--- src/rtl/imem_loader.sv ---
`timescale 1ns/1ps
`default_nettype none
// ---------------------------------------------------------------------------
// imem_loader : byte-stream program loader for instruction memory; holds CPU
// in reset until the full image is written.           Revision 1.0
// ---------------------------------------------------------------------------
module imem_loader #(
  parameter int ADDR_W = 6
) (
  input  logic              CLK,
  input  logic              reset,
  input  logic              start,
  input  logic [ADDR_W:0]   num_words,
  input  logic              byte_valid,
  input  logic [7:0]        byte_data,
  output logic              byte_ready,
  output logic              imem_we,
  output logic [ADDR_W-1:0] imem_addr,
  output logic [31:0]       imem_wdata,
  output logic              cpu_reset,
  output logic              busy,
  output logic              done,
  output logic              error
);

  typedef enum logic [1:0] {
    S_IDLE  = 2'd0,
    S_RECV  = 2'd1,
    S_WRITE = 2'd2,
    S_DONE  = 2'd3
  } state_t;

  localparam logic [ADDR_W:0] DEPTH = {1'b1, {ADDR_W{1'b0}}};

  state_t              state_q, state_d;
  logic [ADDR_W:0]     n_q, n_d;
  logic [ADDR_W-1:0]   addr_q, addr_d;
  logic [1:0]          idx_q, idx_d;
  logic [31:0]         wdata_q, wdata_d;
  logic                error_q, error_d;
  logic                byte_ready_q, imem_we_q, busy_q, done_q, cpu_reset_q;

  always_comb begin
    state_d = state_q;
    n_d     = n_q;
    addr_d  = addr_q;
    idx_d   = idx_q;
    wdata_d = wdata_q;
    error_d = error_q;
    case (state_q)
      S_IDLE, S_DONE: begin
        if (start) begin
          if ((num_words != '0) && (num_words <= DEPTH)) begin
            n_d     = num_words;
            addr_d  = '0;
            idx_d   = '0;
            error_d = 1'b0;
            state_d = S_RECV;
          end else begin
            error_d = 1'b1;
            state_d = S_IDLE;
          end
        end
      end
      S_RECV: begin
        if (byte_valid) begin
          wdata_d[{idx_q, 3'b000} +: 8] = byte_data;
          idx_d = idx_q + 2'd1;
          if (idx_q == 2'd3) state_d = S_WRITE;
        end
      end
      S_WRITE: begin
        // n_q is at least 1 here, so N-1 never underflows
        if ({1'b0, addr_q} == (n_q - (ADDR_W+1)'(1))) begin
          state_d = S_DONE;
        end else begin
          addr_d  = addr_q + ADDR_W'(1);
          state_d = S_RECV;
        end
      end
      default: state_d = S_IDLE;
    endcase
  end

  // Outputs are registered from the next state so they track state_q exactly
  always_ff @(posedge CLK or negedge reset) begin
    if (!reset) begin
      state_q      <= S_IDLE;
      n_q          <= '0;
      addr_q       <= '0;
      idx_q        <= '0;
      wdata_q      <= '0;
      error_q      <= 1'b0;
      byte_ready_q <= 1'b0;
      imem_we_q    <= 1'b0;
      busy_q       <= 1'b0;
      done_q       <= 1'b0;
      cpu_reset_q  <= 1'b1;
    end else begin
      state_q      <= state_d;
      n_q          <= n_d;
      addr_q       <= addr_d;
      idx_q        <= idx_d;
      wdata_q      <= wdata_d;
      error_q      <= error_d;
      byte_ready_q <= (state_d == S_RECV);
      imem_we_q    <= (state_d == S_WRITE);
      busy_q       <= (state_d == S_RECV) || (state_d == S_WRITE);
      done_q       <= (state_d == S_DONE);
      cpu_reset_q  <= (state_d != S_DONE);
    end
  end

  assign byte_ready = byte_ready_q;
  assign imem_we    = imem_we_q;
  assign imem_addr  = addr_q;
  assign imem_wdata = wdata_q;
  assign cpu_reset  = cpu_reset_q;
  assign busy       = busy_q;
  assign done       = done_q;
  assign error      = error_q;

endmodule
`default_nettype wire

--- config.mk ---
export PLATFORM = sky130hd
export DESIGN_NAME = imem_loader
export DESIGN_NICKNAME = d
export VERILOG_FILES = /design/src/rtl/imem_loader.sv
export SDC_FILE = /design/constraint.sdc
export NUM_CORES = 1
export LEC_CHECK = 0
export CAP_MARGIN = 30
export CORE_MARGIN = 2
export CORE_UTILIZATION = 35
export DETAILED_ROUTE_END_ITERATION = 8
export SETUP_SLACK_MARGIN = 0.15
export SLEW_MARGIN = 30
export SYNTH_ARGS = -nofsm -noshare
export SYNTH_HDL_FRONTEND = slang
export SYNTH_SLANG_ARGS = --single-unit
--- constraint.sdc ---
create_clock -name CLK -period 2.7 [get_ports CLK]
set_input_delay 0.27 -clock CLK [delete_from_list [all_inputs] [get_ports CLK]]
set_output_delay 0.27 -clock CLK [all_outputs]
set_load 0.01 [all_outputs]
# After elaboration in Yosys (flattened, before gate mapping)
# Index checks and enable logic that the tools add are counted.
# totals
output_inout_bits	44
wordCells	59
register_bits	55
in_bits	19
# op_classes
eq_ne	13
magnitude_cmp	1
n_shift	2
n_mux	16
add_sub_neg	4
n_reduce_logical	12
# op_table
cell	n
bitwise mux 32 bit	1
variable shift 8 x 7 -> 32 bit (first input constant)	1
variable part select 8 x 7 -> 32 bit	1
2-to-1 mux 6 bit	3
2-to-1 mux 2 bit	7
case mux 6 bit (2 select lines)	1
== test 2 bit (second input constant)	5
!= test 2 bit (second input constant)	5
AND reduction 4 bit	2
== test 6 x 7 -> 1 bit	1
<= comparator 7 bit (second input constant)	1
negator 5 -> 7 bit	1
nonzero test 7 bit	1
subtractor 7 x 1 -> 7 bit (second input constant)	1
adder 6 x 1 -> 6 bit (second input constant)	1
case mux 2 bit (3 select lines)	1
== test 2 x 1 -> 1 bit (second input constant)	2
case mux 2 bit (2 select lines)	1
AND reduction 2 bit	2
nonzero test 2 bit	2
AND reduction 3 bit	1
adder 2 x 1 -> 2 bit (second input constant)	1
zero test 2 bit	1
2-to-1 mux 1 bit	2
3 further kinds	3

# Depth between registers and ports, before layout
# Gate-level depths: netlist of run 1.
# logic_depth
ltp_word	7
ltp_mapped	9
ltp_nobuf	8

# Least setup slack after synthesis of run 1
# No wires, ideal clock.
# synth_timing
kind	flip-flop to flip-flop
from	register n_q[0]
to	register busy_q (netlist: busy)
setup_time_ns	0.126
t_arrival_ns	2.443
slack_ns	0.131
path_buffers	1
period_less_slack_ns	2.569
stages_incl_launch_ff	9
t_required_ns	2.574
path_cell_list	dfrtp_1 inv_1 ha_1 nor4b_1 mux2_4 or4_4 buf_6 o31ai_4 ha_1
# synth_via
elab_chain_cells	6
word_cells_on_any_way	7
cone_classes	add/sub (1); eq/ne (3); mux (2); reduce/logical (1)
# synth_rtl
element	line_no	text
start, declared	36	logic [ADDR_W:0] n_q, n_d;
start signal, assigned	101	n_q <= n_d;
subtractor 7 x 1 -> 7 bit (*)	74	if ({1'b0, addr_q} == (n_q - (ADDR_W+1)'(1))) begin
== test 6 x 7 -> 1 bit (*)	74	
2-to-1 mux 2 bit (*)	74	
case mux 2 bit (3 select lines) (*)	50	case (state_q)
== test 2 x 1 -> 1 bit or == test 2 bit (tied branches)	108	busy_q <= (state_d == S_RECV) || (state_d == S_WRITE);
logical OR 1 bit (*)	108	
end signal, assigned	108	
end, declared	41	logic byte_ready_q, imem_we_q, busy_q, done_q, cpu_reset_q;
# Mark *: on every way between the ends. The rest lies on a longest branch, timed or not.
# A chain may end at the register's enable or synchronous reset.

# Final worst setup path of run 1
# Same ends and word-level chain as after synthesis.

==> flow_summary.yaml, run 1 <==
outcome:
  status: "finished clean"
worst_setup_path:
  cp.required_ns: 2.92
  cp_max_fo: 8
  arrival_ns: 2.66
  r2r_start: "n_q[0]$_DFFE_PN0P_"
  endpoint_kind: "register"
  path_cells: "inv_1 -> ha_1 -> nor4b_2 -> mux2_4 -> or4_4 -> o31ai_4 -> ha_1"
  timing.critical_path.from: "n_q[0]$_DFFE_PN0P_"
  crit_type: "register to register"
  start_kind: "register"
  crit_buf_inv: 1
  crit_slowest_cell: "or4_4"
  critical-path-top-delay-family: "simple AND/OR/NAND/NOR gates"
  slowest_delay_ns: 0.51
  crit_top_cell: "ha_1"
clock_network:
  cts_buffers: 5
  clock_path_buffers: 2
  cts_tree: "yes"
  cts.clk_slew.worst_paths_ns: 0.11
  postCtsSetupRepairBufs: 0
  ctsRootBufferMaster: "clkbuf_8"
  htreeDepth: 2
  cts-resized-gates: 0
  clock_latency_ns: 0.32
  clkSinkCount: 55
grt:
  grt_usage_pct: 15.6
  grt_pass1_wl_microns: 10200
  grt-ovfl-total: 0
  grt_pass1_vias: 1994
  antenna_found_initial: 0
  grt_max_degree: 27
floorplanning:
  die_area_sq_mm: 0.00809
  fp.coreArea_sq_mm: 0.00721
  start_util_pct: 35.8
  rows: 31
  dieWidth_microns: 89.9
  dieHeight_microns: 89.9
  ioPinCount: 63
route:
  drc: 0
  drtIter0Drc: 95
  viasPerCell: 5.12
  wire_per_inst_microns: 15.7
  drt_wl_total_microns: 6010
  first_pass_iters: 4
  antenna_left: 0
  num_vias: 1961
placement:
  place_hpwl_microns: 4410
  globalplace.congestion: 0.764
  place_ws_ns: 0.125
  portBuffers: 62
power:
  leakage_nw: 1.57
  power_mw: 2.96
  peakVddDrop_mv: 0.332
  power.density_mw_per_mm2: 836
logic_synthesis:
  synth.most_common_cell: "dfrtp_1"
  ys_ff_latch: 55
  postSynthNetCount: 235
  synth-main-ff-cell: "dfrtp_1"
  yosysTopAreaCellShare_pct: 52.3
  yosys.area.top_type: "dfrtp_1"
  synth.area.top_cells: "dfrtp_1 (52%), a22o_1 (11%), ha_1 (6.3%), mux2_1 (2.6%), xnor2_1 (2.0%)"
  synth_edf_count: 0
  syn_avg_cell_area_sq_um: 12.7
  synthTopCellsByCount: "dfrtp_1 (54), a22o_1 (32), ha_1 (13)"
  synth-seq-area-share_pct: 53.3
  yosysUniqueCellTypes: 44
  synth_cells: 203
  postSynth.asyncResetShare_pct: 100
  syn-cell-area_sq_mm: 0.00258
  yosys_warnings: 0
sta:
  setup_viol: 0
  hold_slack_ns: 0.387
  min_period_ns: 2.44
  tns_ns: 0
  drv_slew: 0
  clock_skew_ns: 0.0140
  rsz0062_at_grt: "false"
  hold_violations: 0
  tightest_slew_ns: 0.629
  fin_ws_ns: 0.259
  relSlewSlack_pct: 58.0
  finalCritPeriodShare_pct: 90.4
  max_clock_freq_mhz: 410
job:
  cap_violations: 0
finish:
  drive_above_1_share_pct: 12.3
  syn_to_final_growth_pct: 37.2
  utilization_pct: 49.1
  nNetsFinal: 315
  num_antenna_cells: 0
hold_path:
  hp-class: "input port to asynchronous set/reset pin"
[cells in the final DEF, fill, tap and decap left out, types with 5 or more instances in the layout]
cell type | netlist | routed
a21oi_1 | 5 | 5
a22o_1 | 32 | 32
buf_4 | 0 | 15
clkbuf_8 | 0 | 5
clkdlybuf4s50_1 | 0 | 61
dfrtp_1 | 54 | 54
ha_1 | 13 | 13
inv_1 | 12 | 12
mux2_1 | 6 | 6
nand2_1 | 5 | 5
nand3_1 | 5 | 5
nor2_1 | 6 | 6
o21ai_0 | 5 | 5
xnor2_1 | 6 | 6
[what timing repair did]
action | CTS | global route
setup endpoints to repair | 2 | 0
endpoints found under the hold margin | 15 | 0
hold buffers | 1 | 0
[routing by layer]
metal / track usage (%) / wire (microns)
met3: 3.60 / 340
met4: 4.62 / 53
met2: 22.9 / 2710
met1: 22.9 / 2910
met5: 0 / 0
[state kept, by name, indices dropped and copies added (netlist names)]
signal,flops
imem_wdata,32
n_q,7
state_q,2
imem_we,1
idx_q,2
busy,1
imem_addr,6
done,1
byte_ready,1
error,1
cpu_reset,1
[area by class of cell]
cell class | count | area, sq um
repair buffers | 78 | 738
fillers | 689 | 3670
inverters | 12 | 45.0
clock buffers | 5 | 68.8
flip-flops and latches | 55 | 1380
clock inverters | 3 | 50.0
well taps | 99 | 124
multi-input cells | 131 | 1140
[final timing paths]
kind / to / slack, ns / cells past startpoint
worst max-delay path: busy$_DFF_PN0_ / 0.26 / 7
worst min-delay path: imem_wdata[23]$_DFFE_PN0P_ / 0.39 / 2
worst max register to register: busy$_DFF_PN0_ / 0.26 / 7
worst min register to register: imem_wdata[23]$_DFFE_PN0P_ / 0.52 / 1
max in group asynchronous: cpu_reset$_DFF_PN1_ / 1.62 / 3
min in group CLK: imem_wdata[23]$_DFFE_PN0P_ / 0.52 / 1
[power breakdown]
part	internal, mW	switching, mW	total (mW)	leakage (nW)
combinational	0.630	0.552	1.18	0.777
clock	0.287	0.298	0.585	0.0607
sequential	1.03	0.171	1.20	0.735
[through the flow]
step / cell area [sq um] / std cells
3_5_place_dp: 3420 / 374
4_1_cts: 3540 / 383
3_3_place_gp: 3420 / 374
6_report: 3540 / 383
2_1_floorplan: 2590 / 203
5_1_grt: 3540 / 383
[cell families (layout without fill, tap and decap cells)]
logic type / count (synthesis) / count (layout) / synth area share [%]
XOR/XNOR: 9 / 9 / 3.58
flip-flops: 55 / 55 / 53.3
adder cells (fa/ha/maj): 13 / 13 / 6.30
buffers and inverters: 17 / 98 / 2.76
AO/OA/AOI/OAI: 66 / 66 / 22.0
AND/OR/NAND/NOR: 35 / 35 / 8.47
multiplexers: 8 / 8 / 3.58
(Power assumes the default switching activity.)
==> run 2: changes to the inputs <==
- clock period: 2.7 -> 2 ns (I/O delays scaled with it)
==> flow_summary.yaml, run 2 (same netlist as run 1, synthesis figures left out) <==
outcome:
  status: "finished, violations left"
  violations: "negative setup slack"
grt:
  antenna_found_initial: 0
  grt_usage_pct: 16.8
  grt_pass1_vias: 2147
  grt_pass1_wl_microns: 11000
  grt_max_degree: 32
  grt-ovfl-total: 0
floorplanning:
  rows: 31
  dieHeight_microns: 89.9
  fp.coreArea_sq_mm: 0.00721
  die_area_sq_mm: 0.00809
  dieWidth_microns: 89.9
  start_util_pct: 35.8
  ioPinCount: 63
sta:
  clock_skew_ns: 0.00715
  min_period_ns: 2.27
  drv_slew: 0
  max_clock_freq_mhz: 440
  relSlewSlack_pct: 58.8
  rsz0062_at_grt: "true"
  finalCritPeriodShare_pct: 114
  hold_violations: 0
  setup_viol: 12
  fin_ws_ns: -0.273
  tightest_slew_ns: 0.618
route:
  wire_per_inst_microns: 15.8
  antenna_left: 0
  drc: 0
  drtIter0Drc: 122
  first_pass_iters: 4
  num_vias: 2110
  drt_wl_total_microns: 6530
  viasPerCell: 5.11
finish:
  largest_reg_flops: 32
  final_common_cell: "clkdlybuf4s50_1"
  drive_above_1_share_pct: 25.8
  num_antenna_cells: 0
  nFillCells: 658
  nNetsFinal: 345
  final_cell_area_sq_mm: 0.00391
  syn_to_final_growth_pct: 51.2
  instances_no_fill: 413
  final_cell_mix: "clkdlybuf4s50_1 (57), dfrtp_1 (54), buf_4 (41)"
worst_setup_path:
  slowest_delay_ns: 0.50
  r2r_setup_slack_ns: -0.27
  ff2ff_path_depth: 7
  cp_max_fo: 7
  endpoint_kind: "register"
  crit_type: "register to register"
  r2r-end: "busy$_DFF_PN0_"
  r2r_start: "n_q[0]$_DFFE_PN0P_"
  endpoint: "busy$_DFF_PN0_"
  cp.required_ns: 2.21
  path_cells: "inv_2 -> ha_4 -> nor4b_4 -> mux2_4 -> or4_4 -> o31ai_4 -> ha_1"
  start_kind: "register"
  arrival_ns: 2.48
  crit_slowest_cell: "or4_4"
  timing.critical_path.from: "n_q[0]$_DFFE_PN0P_"
clock_network:
  cts_buffers: 5
  ctsRootBufferMaster: "clkbuf_8"
  cts.clk_slew.worst_paths_ns: 0.10
  clock_latency_ns: 0.32
  cts_tree: "yes"
  clock_path_buffers: 2
  clkSinkCount: 55
  htreeDepth: 2
power:
  leakage_nw: 1.77
  power.density_mw_per_mm2: 1120
  power_mw: 4.38
  peakVddDrop_mv: 0.574
placement:
  place_ws_ns: -0.342
  globalplace.congestion: 0.864
  portBuffers: 62
  placed_area_sq_mm: 0.00368
  place_hpwl_microns: 4780
  dp.cells: 399
hold_path:
  hp-class: "input port to register"
job:
  cap_violations: 0
-- run 2: how the worst min path moves through the flow --
stage	from	depth (start not counted)	slack [ns]	to
floorplan	reset	0	-0.1	busy$_DFF_PN0_
global placement	reset	1	0.25	imem_wdata[6]$_DFFE_PN0P_
detailed placement	reset	1	0.26	imem_wdata[6]$_DFFE_PN0P_
CTS	num_words[0]	2	0.25	n_q[0]$_DFFE_PN0P_
global route	num_words[3]	2	0.26	n_q[3]$_DFFE_PN0P_
finish	num_words[3]	2	0.26	n_q[3]$_DFFE_PN0P_
-- run 2: critical path, delay by kind of cell (launching register included) --
family	cells	cell delay, ns
mux	1	0.32
fa+ha+maj	2	0.40
simple gates	2	0.70
compound gates	1	0.24
flops	1	0.41
buf+inv	1	0.09
-- run 2: cell type report --
| cell class | instances | area [sq um] | area share [%] |
|---|---|---|---|
| flip-flops and latches | 55 | 1380 | 35.3 |
| multi-input cells | 131 | 1270 | 32.5 |
| repair buffers | 108 | 991 | 25.4 |
| well taps | 99 | 124 | 3.17 |
| clock buffers | 6 | 82.6 | 2.11 |
| inverters | 12 | 45.0 | 1.15 |
| clock inverters | 2 | 17.5 | 0.448 |
-- run 2: layer usage --
metal	vias to the layer above	track usage (%)	share of wire [%]
met2	56	29.0	51
met5	-	0	0
met3	6	3.44	4.1
met4	0	3.85	1.0
met1	1054	22.0	44
li1	994	-	-
-- run 2: timing repair --
| item | 4_1_cts | 5_1_grt |
|---|---|---|
| endpoints found under the hold margin | 23 | 0 |
| endpoints found under the setup margin | 20 | 23 |
| hold buffers | 1 | 0 |
| pin swaps | 7 | 8 |
| resized for setup | 13 | 6 |
| setup buffers | 3 | 2 |
-- run 2: power by group --
group	leakage [nW]	internal (mW)	total [mW]	switching [mW]
registers	0.735	1.38	1.59	0.201
clock network	0.0522	0.291	0.678	0.387
logic	0.980	1.17	2.11	0.943
total	1.77	2.85	4.38	1.53
-- run 2: per-stage QoR --
| stage | TNS, ns | hold WS [ns] | utilization, % |
|---|---|---|---|
| after global routing | -3.86 | 0.264 | 54.1 |
| after floorplan | -1.61 | -0.0956 | - |
| after global placement | -4.76 | 0.249 | 51.0 |
| after CTS | -2.65 | 0.245 | 53.6 |
| after detailed placement | -5.25 | 0.262 | 51.0 |
| final | -2.73 | 0.257 | 54.1 |
==> variant 1: new RTL, settings of run 2 <==
The 4 states of `state_t` get a one-hot encoding in 4 bits.
--- a/src/rtl/imem_loader.sv
+++ b/src/rtl/imem_loader.sv
@@ -23,11 +23,11 @@
   output logic              error
 );
 
-  typedef enum logic [1:0] {
-    S_IDLE  = 2'd0,
-    S_RECV  = 2'd1,
-    S_WRITE = 2'd2,
-    S_DONE  = 2'd3
+  typedef enum logic [3:0] {
+    S_IDLE  = 4'b0001,
+    S_RECV  = 4'b0010,
+    S_WRITE = 4'b0100,
+    S_DONE  = 4'b1000
   } state_t;
 
   localparam logic [ADDR_W:0] DEPTH = {1'b1, {ADDR_W{1'b0}}};
Formal check against the unedited RTL: no difference found for any inputs over 10 cycles, from zero or initial values and one cycle with reset low; not proved beyond that.
==> variant 1 against run 2 <==
  * Via count up 3.8%
  * Sequential cell count up 2
  * Critical path type unchanged
  * Largest cell class unchanged
  * Highest routed layer unchanged
  * Design area down 1.0%
  * Area after synthesis up 7.8%
  * Worst setup slack improved by 350 ps
  * Wire length shrank 2.4%
  * Worst hold slack better by 100 ps
  * Cell count grew 15%
Power is not compared: it rests on default switching activity, and its combinational part moved more than twofold at a synthesized area within 25%.
==> variant 1: results (changes against run 2) <==
Cells and area
  – Antenna cells: 0 (unchanged)
  – Layout cells sized above 1: 0.1840 (-0.07396)
  – Largest register FFs: 32 (unchanged)
  – Final nets: 398 (+15%)

Routing
  – Routed Wire Length: 6.371 mm (-2.4%)
  – Vias per std cell: 4.593 (-10%)
  – DR iter-0 viols: 55 (-55%)
  – Drt first pass iters: 4 (unchanged)

Logic synthesis
  – Synth unique cells: 41 (-6.8%)
  – Synth area leaders: dfrtp_1 (49%), nand2_1 (12%), o21ai_1 (4.7%)
  – Synth cell count leaders: nand2_1 (91), dfrtp_1 (55), o21ai_1 (26)
  – Post-synth ARST share: 1.000 (unchanged)
  – Mapped Nets: 311 (+32%)
  – Top FF cell, synth: dfrtp_1
  – Sequential cell area fraction in the yosys report: 0.5128 (-0.02037)
  – Synth warn: 0 (unchanged)

Worst setup path
  – CP delay by family, top: simple AND/OR/NAND/NOR gates
  – CP peak stage delay: 410 ps (-90 ps)
  – Data arrival time of the worst path: 2130 ps (-350 ps)
  – CP max stage cell: dfrtp_1
  – CP Max Fanout: 8 (+1)

GRT
  – Initial antenna violation count: 0 (unchanged)
  – First-pass GRT wire length: 10.83 mm (-1.6%)
  – Overall routing resource usage: 0.1614 (-0.006762)
  – Vias in the first global route: 2,185 (+1.8%)
  – Largest net degree at the start of global routing: 23 (-28%)

Power and ir drop
  – LEAKAGE: 1.729 nW
  – Peak VDD IR: between 0.4 and 0.5 mV

Clock network
  – Clock root buffer: clkbuf_8
  – H-Tree Depth: 3 (+1)
  – Clock transition at path regs: 60 ps (-40 ps)
  – Clock Path Buffers: 2 (unchanged)
  – Clock Latency Late Sink: 330 ps
  – CTS buffer count: 9 (+4)

Run status
  – Status: completed

Placement
  – Port bufs: 62 (unchanged)
  – Post-place instance area: 0.003588 mm² (-2.4%)
  – RD Place Congestion: 0.7286 (-16%)
  – Dpl ws: -86.80 ps (+255.3 ps)
  – DP HPWL: 4.605 mm (-3.6%)

Die
  – Area of the core: 0.007727 mm² (+7.1%)

Min path
  – Hold Crit Class: in -> async

STA
  – Final setup skew: 6.344 ps (-0.8015 ps)
  – Worst slew pin tran: 492.8 ps (-125.2 ps)
## variant 1: where the power goes
part / switching, W / total (W) / internal, W / leakage [nW]
Combinational: 0.000482 / 0.00101 / 0.000523 / 0.861
Clock: 0.000440 / 0.00105 / 0.000612 / 0.101
Sequential: 0.000105 / 0.00142 / 0.00132 / 0.767
Total: 0.00103 / 0.00348 / 0.00245 / 1.73
## variant 1: cell families (layout without fill, tap and decap cells)
kind of cell,after synthesis,in the layout,share of synthesized area
DFF,57,57,0.5128
xor gates and xnor gates,10,10,0.03143
buffers and inverters,15,106,0.03547
muxes,6,6,0.02200
and+or+nand+nor,140,140,0.2568
AOI/OAI and AO/OA,48,48,0.1055
adders and majority gates,8,8,0.03592
## variant 1: final timing paths
path                                startpoint             end  slack (ps)  cells after the start
worst min register to register  imem_wdata[19]  imem_wdata[19]         480                      2
worst max register to register          n_q[2]      state_q[1]          70                      6
max in group asynchronous                reset    imem_addr[5]        1020                      3
worst max-delay path                    n_q[2]      state_q[1]          70                      6
worst min-delay path                     reset            done         360                      2
min in group CLK                  num_words[5]          n_q[5]         440                      3
## variant 1: routing by layer
layer / GRT usage / share of wire / routed length [µm] / vias to the layer above
met4: 0.07721 / 0.021 / 133 / 0
met3: 0.03062 / 0.028 / 181 / 10
met2: 0.2398 / 0.46 / 2930 / 36
met5: 0 / 0 / 0 / -
met1: 0.2268 / 0.49 / 3125 / 1027
li1: - / - / - / 1118
## variant 1: repair_timing
| item | in CTS | in global routing |
|---|---|---|
| hold buffers | 1 | 0 |
| endpoints found under the hold margin | 18 | 0 |
| resized for setup | 4 | 4 |
| setup buffers | 2 | 1 |
| setup endpoints to repair | 12 | 34 |
| pin swaps | 5 | 6 |
| cloned | 0 | 0 |
## variant 1: cell type report
cell class | count | area [µm²]
clock inverter | 1 | 7.507
clock buffer | 14 | 192.7
inverter | 8 | 30.03
fill | 746 | 3861
timing repair buffer | 83 | 775.7
multi-input combinational | 212 | 1304
sequential | 57 | 1429
tap | 102 | 127.6
## variant 1: stage by stage
step	instances	hold WS [ps]	power, W
final	477	360.5	0.003478
after global routing	477	421.7	0.003691
after CTS	476	369.6	0.003518
after detailed placement	458	198.5	0.002412
after global placement	458	195.1	0.002391
after floorplan	284	-95.59	0.001951
==> variant 2: new RTL, settings of run 2 <==
Made on the original files. Change the parameter `ADDR_W` from 6 to 5.
--- a/src/rtl/imem_loader.sv
+++ b/src/rtl/imem_loader.sv
@@ -5,7 +5,7 @@
 // in reset until the full image is written.           Revision 1.0
 // ---------------------------------------------------------------------------
 module imem_loader #(
-  parameter int ADDR_W = 6
+  parameter int ADDR_W = 5
 ) (
   input  logic              CLK,
   input  logic              reset,
Interface: changed (resized imem_addr and num_words); port bits go from 63 to 61. No check against the original RTL was run, so the function may have changed too.
==> variant 2 against run 2 <==
  * Power rose by 13%
  * Worst setup slack improved by 340 ps
  * Combinational power increased by 25%
  * Design area decreased by 3.8%
  * Area after synthesis down 2.9%
  * Sequential cell count down 2
  * Wire length is 5.8% lower
  * First-iteration DRC count fell by 43%
  * Critical path type unchanged
  * Largest cell class unchanged
  * Largest power group unchanged
==> variant 2: results (changes against run 2) <==
Run status
  – Status: completed

STA
  – Max-slew headroom: 0.7547 (+0.1667)
  – Final setup skew: 5.565 ps (-1.580 ps)
  – Hold Slack: 412.0 ps (+155.4 ps)

Logic synthesis
  – Syn avg cell area: 11.89 µm² (-6.6%)
  – Synth cell count leaders: dfrtp_1 (52), a22o_1 (35), nand2_1 (14), ha_1 (13), inv_1 (13)
  – Synth unique cells: 47 (+6.8%)
  – Sequential cell area fraction in the yosys report: 0.5292 (-0.003995)
  – Synth area leaders: dfrtp_1 (52%), a22o_1 (12%), ha_1 (6.5%)
  – Mapped Nets: 242 (+3.0%)

Placement
  – Placed Cells incl. Taps: 394 (-1.3%)
  – DP HPWL: 4.518 mm (-5.5%)
  – Port bufs: 60 (-3.2%)
  – Post-place instance area: 0.003487 mm² (-5.2%)
  – RD Place Congestion: 0.7843 (-9.3%)
  – Dpl ws: -209.8 ps (+132.3 ps)

GRT
  – First-pass GRT wire length: 10.09 mm (-8.3%)
  – Overall routing resource usage: 0.1660 (-0.002186)
  – Initial antenna violation count: 0 (unchanged)
  – Largest net degree at the start of global routing: 54 (+69%)
  – Vias in the first global route: 2,096 (-2.4%)

Cells and area
  – Layout cells sized above 1: 0.2654 (+0.007410)
  – Final cell count without fillers: 405 (-1.9%)
  – Largest register FFs: 32 (unchanged)

Power and ir drop
  – P_int: 0.003143 W (+10%)
  – Peak VDD IR: 0.8510 mV (+48%)
  – LEAKAGE: 1.659 nW (-6.1%)
  – Clock share of power: 0.146 (-0.009)
  – Clock-net power: 0.000726 W (+7.1%)
  – Seq pwr share: 0.321 (-0.041)

Min path
  – Hold Crit Class: in -> async

Clock network
  – Clock Latency Late Sink: 300 ps (-20 ps)

Routing
  – Detailed-route DRC error count: 0 (unchanged)
  – Vias per std cell: 5.126 (+0.33%)
  – DR iter-0 viols: 70 (-43%)
  – Routed Wire Length: 6.150 mm (-5.8%)

Worst setup path
  – Data arrival time of the worst path: 2120 ps (-360 ps)
  – CP Max Fanout: 5 (-2)
  – Flop-to-flop setup slack: 70 ps (+340 ps)

Run
  – Max Cap Viol: 0 (unchanged)
[variant 2: final cells by class]
class	count	area, µm²
flip-flops and latches	53	1328
multi-input cells	141	1275
clock buffers	6	72.57
repair buffers	94	873.3
clock inverters	2	38.79
well taps	96	120.1
inverters	13	48.80
fillers	609	3113
[variant 2: final timing paths]
kind	endpoint	cells after the start	startpoint
worst max-delay path	imem_addr[2]	6	n_q[0]
worst min-delay path	imem_wdata[30]	3	reset
worst max register to register	imem_addr[2]	6	n_q[0]
worst min register to register	imem_wdata[25]	1	imem_wdata[25]
max in group asynchronous	cpu_reset	3	reset
min in group CLK	n_q[2]	3	num_words[2]
[variant 2: what timing repair did]
action,in CTS,in global routing
setup endpoints to repair,9,22
gates resized for setup,11,17
pin swaps,5,7
setup buffers,2,0
hold buffers,1,0
hold endpoints to repair,52,0
[variant 2: routing by layer]
layer  global-route usage  part of all wire  routed length (µm)  vias up
li1                     -                 -                   -     1007
met1               0.2218              0.44                2734      995
met2               0.2754              0.49                2999       70
met3              0.03545             0.062                 379        4
met4              0.04132            0.0059                  36        0
met5                    0                 0                   0        -
[variant 2: kinds of logic (layout without fill, tap and decap cells)]
| family | after synthesis | in the layout | synth area share |
|---|---|---|---|
| buf+inv | 17 | 115 | 0.02793 |
| mux | 4 | 4 | 0.01746 |
| xor+xnor | 6 | 6 | 0.02095 |
| compound gates | 61 | 61 | 0.2015 |
| fa+ha+maj | 13 | 13 | 0.06484 |
| flops | 53 | 53 | 0.5292 |
| simple gates | 57 | 57 | 0.1382 |
[variant 2: critical path, stage by stage (launching register included)]
cell and delay, ps:
dfrtp_1 400, buf_4 160, nor3_2 170, a21oi_1 120, o211a_4 300, and3_2 190, or4_1 480
